===== src/rtl/reg_file_p_pkg.sv =====
// Shared definitions for the parametrised register file: architectural register
// addresses and the init-sequencer state encoding.
package reg_file_p_pkg;

    localparam int unsigned REG_ZERO = 0;
    localparam int unsigned REG_US   = 1;
    localparam int unsigned REG_S0   = 16;

    typedef enum logic {
        ST_CLEAR = 1'b0,
        ST_RUN   = 1'b1
    } init_state_e;

endpackage


===== src/rtl/reg_file_p_if.sv =====
// Datapath bundle between decode/writeback and the register file, plus the
// board-facing LED mirror and ready flag.
interface reg_file_p_if #(
    parameter int unsigned DATA_W   = 32,
    parameter int unsigned ADDR_W   = 5,
    parameter int unsigned STATUS_W = 4,
    parameter int unsigned LED_W    = 8
);
    logic                we;
    logic [ADDR_W-1:0]   wa;
    logic [DATA_W-1:0]   wd;
    logic [ADDR_W-1:0]   ra1;
    logic [ADDR_W-1:0]   ra2;
    logic [STATUS_W-1:0] status;
    logic [DATA_W-1:0]   rd1;
    logic [DATA_W-1:0]   rd2;
    logic [LED_W-1:0]    leds;
    logic                ready;

    modport master (
        output we, wa, wd, ra1, ra2, status,
        input  rd1, rd2, leds, ready
    );

    modport slave (
        input  we, wa, wd, ra1, ra2, status,
        output rd1, rd2, leds, ready
    );
endinterface


===== src/rtl/reg_file_p_rf_init_seq.sv =====
// Post-reset clear sequencer: walks a pointer over every array entry, then
// parks in RUN and raises ready until the next reset.
//
//   state    | meaning
//   ---------+------------------------------------------------------
//   ST_CLEAR | writing zero to rf[ptr] each cycle, reads forced to 0
//   ST_RUN   | array initialised, architectural writes accepted
module rf_init_seq
    import reg_file_p_pkg::*;
#(
    parameter int unsigned DEPTH  = 32,
    parameter int unsigned ADDR_W = 5
) (
    input  logic              clk,
    input  logic              rst,
    output logic              clr_we,
    output logic [ADDR_W-1:0] clr_addr,
    output logic              ready
);

    localparam logic [ADDR_W-1:0] LAST = ADDR_W'(DEPTH - 1);

    init_state_e       state_q, state_d;
    logic [ADDR_W-1:0] ptr_q, ptr_d;

    always_ff @(posedge clk or posedge rst) begin
        if (rst) begin
            state_q <= ST_CLEAR;
            ptr_q   <= '0;
        end else begin
            state_q <= state_d;
            ptr_q   <= ptr_d;
        end
    end

    always_comb begin
        state_d = state_q;
        ptr_d   = ptr_q;
        case (state_q)
            ST_CLEAR: begin
                if (ptr_q == LAST) begin
                    state_d = ST_RUN;
                end else begin
                    ptr_d = ptr_q + 1'b1;
                end
            end
            ST_RUN:   state_d = ST_RUN;
            default:  state_d = ST_CLEAR;
        endcase
    end

    always_comb begin
        clr_we   = (state_q == ST_CLEAR);
        clr_addr = ptr_q;
        ready    = (state_q == ST_RUN);
    end

endmodule


===== src/rtl/reg_file_p.sv =====
// Parametrised MIPS general-purpose register file with a status read-only slot,
// an LED mirror register, optional write-to-read bypass and a post-reset clear.
module reg_file_p
    import reg_file_p_pkg::*;
#(
    parameter int unsigned       DATA_W      = 32,
    parameter int unsigned       DEPTH       = 32,
    parameter int unsigned       ADDR_W      = 5,
    parameter int unsigned       STATUS_W    = 4,
    parameter logic [ADDR_W-1:0] STATUS_ADDR = ADDR_W'(REG_US),
    parameter logic [ADDR_W-1:0] LED_ADDR    = ADDR_W'(REG_S0),
    parameter int unsigned       LED_W       = 8,
    parameter bit                BYPASS      = 1'b1
) (
    input  logic         clk,
    input  logic         rst,
    reg_file_p_if.slave  bus
);

    localparam int unsigned       IDX_W     = (DEPTH > 1) ? $clog2(DEPTH) : 1;
    localparam logic [ADDR_W:0]   DEPTH_EXT = (ADDR_W + 1)'(DEPTH);
    localparam logic [ADDR_W-1:0] ZERO_ADDR = ADDR_W'(REG_ZERO);

    logic              ready;
    logic              clr_we;
    logic [ADDR_W-1:0] clr_addr;

    rf_init_seq #(
        .DEPTH  (DEPTH),
        .ADDR_W (ADDR_W)
    ) u_init (
        .clk      (clk),
        .rst      (rst),
        .clr_we   (clr_we),
        .clr_addr (clr_addr),
        .ready    (ready)
    );

    // No reset on the array so it can map onto distributed RAM; the sequencer clears it.
    logic [DATA_W-1:0] rf_q [DEPTH];

    logic              wr_eff;
    logic              arr_we;
    logic [IDX_W-1:0]  arr_idx;
    logic [DATA_W-1:0] arr_wd;
    logic [LED_W-1:0]  leds_d, leds_q;
    logic [DATA_W-1:0] status_ext;

    assign status_ext = DATA_W'(bus.status);

    always_comb begin
        wr_eff  = ready && bus.we && (bus.wa != ZERO_ADDR) && (bus.wa != STATUS_ADDR)
                  && ({1'b0, bus.wa} < DEPTH_EXT);
        arr_we  = clr_we || wr_eff;
        arr_idx = clr_we ? clr_addr[IDX_W-1:0] : bus.wa[IDX_W-1:0];
        arr_wd  = clr_we ? '0 : bus.wd;
        leds_d  = leds_q;
        if (wr_eff && (bus.wa == LED_ADDR)) begin
            leds_d = bus.wd[LED_W-1:0];
        end
    end

    always_ff @(posedge clk) begin
        if (arr_we) begin
            rf_q[arr_idx] <= arr_wd;
        end
    end

    always_ff @(posedge clk or posedge rst) begin
        if (rst) begin
            leds_q <= '0;
        end else begin
            leds_q <= leds_d;
        end
    end

    function automatic logic [DATA_W-1:0] rd_sel(
        input logic [ADDR_W-1:0] ra,
        input logic [DATA_W-1:0] arr_val,
        input logic              rdy,
        input logic              hit,
        input logic [DATA_W-1:0] st,
        input logic [DATA_W-1:0] wdat
    );
        logic [DATA_W-1:0] r;
        if (!rdy || (ra == ZERO_ADDR)) begin
            r = '0;
        end else if (ra == STATUS_ADDR) begin
            r = st;
        end else if ({1'b0, ra} >= DEPTH_EXT) begin
            r = '0;
        end else if (hit) begin
            r = wdat;
        end else begin
            r = arr_val;
        end
        return r;
    endfunction

    logic hit1, hit2;

    assign hit1 = BYPASS && wr_eff && (bus.wa == bus.ra1);
    assign hit2 = BYPASS && wr_eff && (bus.wa == bus.ra2);

    assign bus.rd1   = rd_sel(bus.ra1, rf_q[bus.ra1[IDX_W-1:0]], ready, hit1, status_ext, bus.wd);
    assign bus.rd2   = rd_sel(bus.ra2, rf_q[bus.ra2[IDX_W-1:0]], ready, hit2, status_ext, bus.wd);
    assign bus.leds  = leds_q;
    assign bus.ready = ready;

endmodule


===== src/flat_wrapper.sv =====
// flat-port wrapper written by rule: the top's interface ports become plain ports
module reg_file_p_flat import reg_file_p_pkg::*;
#(
    parameter int unsigned       DATA_W      = 32,
    parameter int unsigned       DEPTH       = 32,
    parameter int unsigned       ADDR_W      = 5,
    parameter int unsigned       STATUS_W    = 4,
    parameter logic [ADDR_W-1:0] STATUS_ADDR = ADDR_W'(REG_US),
    parameter logic [ADDR_W-1:0] LED_ADDR    = ADDR_W'(REG_S0),
    parameter int unsigned       LED_W       = 8,
    parameter bit                BYPASS      = 1'b1
)
  (clk, rst, bus_we, bus_wa, bus_wd, bus_ra1, bus_ra2, bus_status, bus_rd1, bus_rd2, bus_leds, bus_ready);
  reg_file_p_if #(.DATA_W(DATA_W), .ADDR_W(ADDR_W), .STATUS_W(STATUS_W), .LED_W(LED_W)) bus_i ();
  input  logic clk;
  input  logic rst;
  input wire logic [$bits(bus_i.we)-1:0] bus_we;
  input wire logic [$bits(bus_i.wa)-1:0] bus_wa;
  input wire logic [$bits(bus_i.wd)-1:0] bus_wd;
  input wire logic [$bits(bus_i.ra1)-1:0] bus_ra1;
  input wire logic [$bits(bus_i.ra2)-1:0] bus_ra2;
  input wire logic [$bits(bus_i.status)-1:0] bus_status;
  output wire logic [$bits(bus_i.rd1)-1:0] bus_rd1;
  output wire logic [$bits(bus_i.rd2)-1:0] bus_rd2;
  output wire logic [$bits(bus_i.leds)-1:0] bus_leds;
  output wire logic [$bits(bus_i.ready)-1:0] bus_ready;
  assign bus_i.we = bus_we;
  assign bus_i.wa = bus_wa;
  assign bus_i.wd = bus_wd;
  assign bus_i.ra1 = bus_ra1;
  assign bus_i.ra2 = bus_ra2;
  assign bus_i.status = bus_status;
  assign bus_rd1 = bus_i.rd1;
  assign bus_rd2 = bus_i.rd2;
  assign bus_leds = bus_i.leds;
  assign bus_ready = bus_i.ready;
  reg_file_p #(.DATA_W(DATA_W), .DEPTH(DEPTH), .ADDR_W(ADDR_W), .STATUS_W(STATUS_W), .STATUS_ADDR(STATUS_ADDR), .LED_ADDR(LED_ADDR), .LED_W(LED_W), .BYPASS(BYPASS)) u_core (.clk(clk), .rst(rst), .bus(bus_i));
endmodule

===== config.mk =====
export PLATFORM = sky130hd
export DESIGN_NAME = reg_file_p_flat
export DESIGN_NICKNAME = d
export VERILOG_FILES = /design/src/rtl/reg_file_p_pkg.sv /design/src/rtl/reg_file_p_if.sv /design/src/rtl/reg_file_p_rf_init_seq.sv /design/src/rtl/reg_file_p.sv /design/src/flat_wrapper.sv
export SDC_FILE = /design/constraint.sdc
export NUM_CORES = 1
export LEC_CHECK = 0
export CORE_MARGIN = 10
export CORE_UTILIZATION = 37
export DETAILED_ROUTE_END_ITERATION = 12
export PLACE_DENSITY = 0.54
export SYNTH_ARGS = -nofsm -noshare
export SYNTH_HDL_FRONTEND = slang
export SYNTH_SLANG_ARGS = --single-unit

===== constraint.sdc =====
create_clock -name clk -period 7.25 [get_ports clk]
set_clock_uncertainty 0.2 [all_clocks]
set_input_delay 2.175 -clock clk [delete_from_list [all_inputs] [get_ports clk]]
set_output_delay 2.175 -clock clk [all_outputs]
set_load 0.05 [all_outputs]

==> impl_results.md, run 1 <==
* Outcome: complete, no violations
* CTS tree: yes
* Avg Vias per Cell at 6.42
* Ratio of cells with drive above 1 in the final layout at 0.339
* Num rows at 132
* Worst-Skew Late Latency at 0.72 ns
* Post-synthesis cell type count at 54
* Cell Count, Final, Fillers Out at 4598
* Post-synth EDFFs at 1024
* Data arrival, critical path at 4.82 ns
* Number of buffers added on ports at 126
* Clk root buf: clkbuf_16
* Gr usage total at 0.226
* Synth top area share at 0.638
* VDD IR max at 0.201 mV
* Core area at 0.129 mm^2
* H-tree Lvls at 3
* Synth Instances at 2527
* Fmax at 139 MHz
* Fillers at 11150
* Synth top area cells: edfxtp_1, mux4_2, o22ai_1
* Routability cong. at 0.889
* Final count of pins violating max slew at 0
* Starting Density at 0.372
* Primary FF master, synth: edfxtp_1
* Pin count of the biggest net entering global routing at 58
* Final Setup Violations at 0
* Drt wl/cell at 36.7 um
* Post-layout minimum cycle time at 7.20 ns
* DR iter-0 viols at 4061
* Clock transition at the registers of the reported paths at 0.06 ns
* Number of max-cap violations at 0
* Die area at 0.145 mm^2
* Seq cells post-synth at 1038
* Placed cells at 4393
* Avg Cell Area, Syn at 19.1 um^2
* I/O Pins at 127
* Seq/Total Area, Yosys at 0.645
* Worst-path maximum fanout at 17
* Chip Height at 381 um
* Drc violations at 0
* Leading area contributor after synthesis: edfxtp_1
* Startpoint Class: input pin
* Hold WC Path Type: reg2reg
* DRT antenna net count at 0
* RSZ-0062 raised after global routing: false
* Area Overhead vs Synth at 18.6%
* Final Cycle Share at 0.993
* First-pass GRT wire length at 235 mm
* Hold_ws at 0.308 ns
* Async SR Flop Fraction at 0.0135
* Total Nets Final at 2819
* Clock buffer depth at 3
* Remaining global-route overflow at 0
* Crit-path max cell delay at 0.68 ns
* Synthesized cell area at 0.0482 mm^2
* Syn_nets at 2583
* Vias in the first global route at 30143
* DRT Wirelength at 169 mm
* Drt pass-1 iters at 7
* CP delay by family, top: simple AND/OR/NAND/NOR gates
* Crit end category: output pin
* Critical Path Most Common Cell: buf_4
* Synth warn at 0
* Crit Path Category: in2out
* Worst slew margin relative to its limit at 0.147
* Via count at 29501
* Buffers & Inverters on Critical Path at 5
* Most common cell in the netlist: edfxtp_1
* Endpoints failing hold at 0
* Crit-path cells: clkdlybuf4s50_1 > buf_4 > buf_4 > nor3b_1 > a22o_1 > nor4b_1 > nor4_1 > o21ai_1 > buf_4 > buf_12
* Final HPWL DP at 100 mm
* Slowest CP cell: nor3b_1
* Required time worst endpoint at 4.88 ns
* Clock Sinks at 1038
* Worst-margin pin slew at 1.28 ns
* Antenna violations before repair at 5
* Die Wd at 381 um
* CTS buffer count at 110
* Leading cell types by count after synthesis: edfxtp_1, mux4_2, o22ai_1
* Setup Total Neg Slack at 0 ns
* LEAKAGE at 17.9 nW
* P per Cell Area at 245 mW/mm^2
cell type report:
class	count	area [um^2]	share of cell area
tap	1742	2180	0.0382
timing repair buffer	325	3860	0.0676
inverter	7	26.3	0.000460
clock buffer	135	2910	0.0509
clock inverter	69	717	0.0126
sequential	1038	31100	0.544
multi-input combinational	1281	16300	0.286
antenna	1	2.50	0.0000438
metrics by stage:
stage | power, mW | worst slack [ns] | utilization | instance area [um^2]
floorplan | 7.62 | 0.312 | - | 48200
global placement | 8.34 | -0.0894 | 0.413 | 53500
detailed placement | 8.35 | -0.0437 | 0.413 | 53500
CTS | 14.1 | 0.0788 | 0.441 | 57100
global route | 14.4 | 0.0337 | 0.441 | 57100
finish | 14.0 | 0.0525 | 0.441 | 57100
path summary, 6_finish.rpt:
check                           cells past startpoint                        end  slack, ns           startpoint
worst min-delay path                                1         u_core.bus.leds[1]       0.31   u_core.bus.leds[1]
min in group asynchronous                           2  u_core.u_init.clr_addr[0]       1.84                  rst
worst max-delay path                               10                 bus_rd2[2]       0.05           bus_ra2[3]
worst min register to register                      1         u_core.bus.leds[1]       0.31   u_core.bus.leds[1]
worst max register to register                      6          u_core.rf_q[5][5]       3.76  u_core.u_init.ready
max in group asynchronous                           2        u_core.u_init.ready       4.28                  rst
kinds of logic (layout without fill, tap and decap cells):
group                    after synthesis  count (layout)  synth area share
AO/OA/AOI/OAI                        355             355            0.0519
AND/OR/NAND/NOR                      344             344            0.0351
other                                  0               1                 0
XOR/XNOR                              13              13           0.00236
multiplexers                         567             567             0.243
adder cells (fa/ha/maj)                2               2          0.000519
buffers and inverters                208             536            0.0214
flip-flops                          1038            1038             0.645
worst register-to-register path, stage by stage (launching register included):
cell	delay [ns]
dfrtp_2	0.55
buf_4	0.53
nand3b_1	0.13
o21ai_0	0.13
nand2_1	0.28
nor2_4	0.93
buf_4	0.44
registers in the layout, summed over array words and instances, names as in the netlist:
register / flops
u_core.u_init.ready: 1
u_core.rf_q: 1024
u_core.bus.leds: 8
u_core.u_init.clr_addr: 5
power by group:
group	total, mW	switching (mW)	internal (mW)
registers	6.62	0.00523	6.62
clock network	5.76	2.39	3.37
logic	1.62	0.962	0.654
total	14.0	3.36	10.6
timing repair:
action / CTS / global route
buffers inserted: 0 / 0
hold buffers: 0 / 0
setup endpoints to repair: 1 / 6
gates resized for setup: 1 / 6
routing by layer:
metal	share of wire	global-route usage	vias to the layer above	wire length (um)
met5	0	0	-	0
met4	0.034	0.0710	0	5680
met3	0.11	0.0600	329	18800
met2	0.45	0.344	1918	76200
met1	0.40	0.316	15860	67900
li1	-	-	11394	-
cell usage in the layout, fill, tap and decap left out, types with 13 or more instances in the layout:
| cell | netlist | layout |
|---|---|---|
| buf_12 | 0 | 101 |
| o21ai_0 | 23 | 23 |
| a32o_1 | 44 | 44 |
| a211oi_1 | 22 | 22 |
| mux2i_1 | 66 | 66 |
| nor4_1 | 16 | 16 |
| clkbuf_1 | 65 | 22 |
| nor2_4 | 1 | 33 |
| mux4_2 | 479 | 479 |
| clkinv_1 | 0 | 28 |
| bufinv_16 | 0 | 15 |
| buf_4 | 10 | 166 |
| clkdlybuf4s50_1 | 0 | 56 |
| mux2_2 | 20 | 20 |
| nor2b_1 | 41 | 41 |
| dfrtp_1 | 14 | 13 |
| nand2_1 | 35 | 35 |
| clkinv_2 | 0 | 20 |
| o22ai_1 | 177 | 177 |
| and2_1 | 36 | 36 |
| nor2_1 | 154 | 121 |
| a22o_1 | 17 | 17 |
| a2111oi_0 | 20 | 19 |
| edfxtp_1 | 1024 | 1024 |
| clkbuf_16 | 0 | 113 |
Power figures use the tool's default switching activity.
==> inputs of run 2 (changes only) <==
--- a/config.mk
+++ b/config.mk
@@ -5,10 +5,12 @@
 export SDC_FILE = /design/constraint.sdc
 export NUM_CORES = 1
 export LEC_CHECK = 0
+export CORE_ASPECT_RATIO = 1.4
 export CORE_MARGIN = 10
 export CORE_UTILIZATION = 37
 export DETAILED_ROUTE_END_ITERATION = 12
 export PLACE_DENSITY = 0.54
+export SLEW_MARGIN = 5
 export SYNTH_ARGS = -nofsm -noshare
 export SYNTH_HDL_FRONTEND = slang
 export SYNTH_SLANG_ARGS = --single-unit
==> impl_results.md, run 2 (synthesis results as in run 1) <==
* Critical R2R Capture: u_core.rf_q[4][23] (was u_core.rf_q[5][5])
* Antenna violations before repair at 7 (was 5)
* Combinational Power Share at 0.120 (was 0.115)
* Via count at 29055 (was 29501)
* Ratio of cells with drive above 1 in the final layout at 0.343 (was 0.339)
* Drt pass-1 iters at 6 (was 7)
* Chip Height at 447 um (was 381 um)
* Hold WC Path Type: reg2reg (unchanged)
* Endpoints failing hold at 0 (unchanged)
* Final count of pins violating max slew at 0 (unchanged)
* Vias in the first global route at 30244 (was 30143)
* Clock buffer depth at 3 (unchanged)
* Worst reg2reg setup slack at 3.19 ns (was 3.76 ns)
* Internal Power at 10.3 mW (was 10.6 mW)
* P per Cell Area at 238 mW/mm^2 (was 245 mW/mm^2)
* Met2 WL at 82.4 mm (was 76.2 mm)
* R2R Path Start: u_core.u_init.ready (unchanged)
* Remaining global-route overflow at 0 (unchanged)
* CP startpoint: bus_ra2[3] (unchanged)
* Final HPWL DP at 104 mm (was 100 mm)
* Worst-path maximum fanout at 4 (was 17)
* RSZ-0062 raised after global routing: false (unchanged)
* Sw Share at 0.244 (was 0.240)
* Fillers at 11166 (was 11150)
* Critical Path Sink: bus_rd2[13] (was bus_rd2[2])
* Met1 WL at 64.6 mm (was 67.9 mm)
* Final Cycle Share at 0.998 (was 0.993)
* Highest layer used for signal routing: met4 (unchanged)
* I/O Pins at 127 (unchanged)
* Hold_ws at 0.308 ns (about the same)
* Drc violations at 0 (unchanged)
* Drt wl/cell at 36.4 um (was 36.7 um)
* Max reg flops at 1024 (unchanged)
* VDD IR max at 0.165 mV (was 0.201 mV)
* Data arrival, critical path at 4.86 ns (was 4.82 ns)
* Outcome: complete, no violations (unchanged)
* DR iter-0 viols at 3552 (was 4061)
* Num rows at 156 (was 132)
* Hold wc startpoint: u_core.bus.leds[1] (unchanged)
* Worst slew margin relative to its limit at 0.109 (was 0.147)
* Required time worst endpoint at 4.88 ns (about the same)
* # hold bufs at CTS at 0 (unchanged)
* Avg Vias per Cell at 6.32 (was 6.42)
* DRT antenna net count at 0 (unchanged)
* Commonest non-fill, non-tap cells in the layout: edfxtp_1, mux4_2, o22ai_1 (unchanged)
* Number of max-cap violations at 0 (unchanged)
* Crit-path cells: clkdlybuf4s50_1 > nor2b_1 > buf_4 > and2_1 > a22o_1 > a2111oi_0 > a21oi_1 > buf_12 (was clkdlybuf4s50_1 > buf_4 > buf_4 > nor3b_1 > a22o_1 > nor4b_1 > nor4_1 > o21ai_1 > buf_4 > buf_12)
* Pin count of the biggest net entering global routing at 101 (was 58)
* Worst-Skew Late Latency at 0.68 ns (was 0.72 ns)
* Power Total at 13.6 mW (was 14.0 mW)
* Die area at 0.145 mm^2 (about the same)
* CTS buffer count at 104 (was 110)
* First-pass GRT wire length at 234 mm (was 235 mm)
* DRT Wirelength at 167 mm (was 169 mm)
* Final Util at 0.441 (about the same)
* Crit-path max cell delay at 0.88 ns (was 0.68 ns)
* Placed cell areas at 0.0537 mm^2 (was 0.0535 mm^2)
* H-tree Lvls at 3 (unchanged)
* Sequential share of power at 0.487 (was 0.473)
* LEAKAGE at 17.9 nW (about the same)
* Total Nets Final at 2825 (was 2819)
* Commonest non-fill, non-tap cell in the layout: edfxtp_1 (unchanged)
* Final Setup Violations at 0 (unchanged)
* Gr usage total at 0.226 (about the same)
* Clk root buf: clkbuf_16 (unchanged)
* Core area at 0.129 mm^2 (about the same)
* Post-layout minimum cycle time at 7.24 ns (was 7.20 ns)
* Post-route cell area at 0.0570 mm^2 (was 0.0571 mm^2)
* Met3 wire length at 13.7 mm (was 18.8 mm)
* Worst Reg2Reg Path Length in Cells at 6 (unchanged)
* Routability cong. at 0.842 (was 0.889)
* Worst-margin pin slew at 1.34 ns (was 1.28 ns)
* Clock power share at 0.393 (was 0.411)
* CTS tree: yes (unchanged)
* Crit end category: output pin (unchanged)
* Die Wd at 325 um (was 381 um)
* Starting Density at 0.373 (was 0.372)
* Startpoint Class: input pin (unchanged)
* Slowest CP cell: a2111oi_0 (was nor3b_1)
* Crit Path Category: in2out (unchanged)
* Psw at 3.32 mW (was 3.36 mW)
* Number of buffers added on ports at 126 (unchanged)
* Area Overhead vs Synth at 18.4% (was 18.6%)
* Fmax at 138 MHz (was 139 MHz)
* Clock transition at the registers of the reported paths at 0.06 ns (about the same)
* Clock Sinks at 1038 (unchanged)
* Reg with most FFs: u_core.rf_q (unchanged)
==> run 2: cell types whose count changed in the layout (fill, tap and decap cells not counted), sizes merged, moves of 2 or more <==
| cell | before | now |
|---|---|---|
| buf | 269 | 281 |
| clkbuf | 135 | 125 |
| bufinv | 15 | 10 |
| clkinvlp | 2 | 7 |
| clkinv | 49 | 45 |
| diode | 1 | 3 |
==> run 2: routing by layer <==
| metal | GRT usage | up-vias |
|---|---|---|
| met2 | 0.379 | 1610 |
| met5 | 0 | - |
| met4 | 0.0882 | 0 |
| met1 | 0.291 | 15703 |
| met3 | 0.0418 | 328 |
| li1 | - | 11414 |
==> run 2: power by group through the flow <==
stage | Sequential [mW] | Combinational, mW | Clock (mW)
floorplan | 6.76 | 0.864 | 0
global placement | 6.75 | 1.62 | 0
detailed placement | 6.75 | 1.63 | 0
CTS | 6.62 | 1.64 | 5.42
global route | 6.62 | 1.70 | 5.64
finish | 6.62 | 1.63 | 5.34
==> run 2: layout make-up <==
cell class | instances | area, um^2 | share of cell area
Antenna cell | 3 | 7.51 | 0.000132
Clock buffer | 125 | 2680 | 0.0470
Clock inverter | 66 | 608 | 0.0107
Inverter | 7 | 26.3 | 0.000461
Multi-Input combinational cell | 1281 | 16400 | 0.287
Sequential cell | 1038 | 31100 | 0.545
Tap cell | 1738 | 2170 | 0.0381
Timing Repair Buffer | 337 | 4080 | 0.0715
==> run 2: critical path: cells and delay by family <==
| family | cells | cell delay, ns |
|---|---|---|
| simple gates | 2 | 0.31 |
| buf+inv | 3 | 1.03 |
| compound gates | 3 | 1.34 |
==> run 2: how the worst min path moves through the flow <==
stage,to,cells past startpoint
finish,u_core.bus.leds[1],1
floorplan,u_core.u_init.clr_addr[3],1
detailed placement,u_core.bus.leds[5],1
global route,u_core.bus.leds[1],1
CTS,u_core.bus.leds[1],1
global placement,u_core.bus.leds[2],1
==> run 2: repair_timing <==
action / 4_1_cts / 5_1_grt
setup buffers: 0 / 0
resized for setup: 6 / 9
endpoints found under the setup margin: 6 / 16
gates cloned: 0 / 0
==> run 2: metrics by stage <==
step	setup TNS (ns)	setup WS, ns	std cells
2_1_floorplan	0	0.312	2527
3_3_place_gp	-0.416	-0.194	4401
3_5_place_dp	-0.330	-0.192	4401
4_1_cts	0	0.0150	4592
5_1_grt	0	0.0325	4594
6_report	0	0.0126	4595
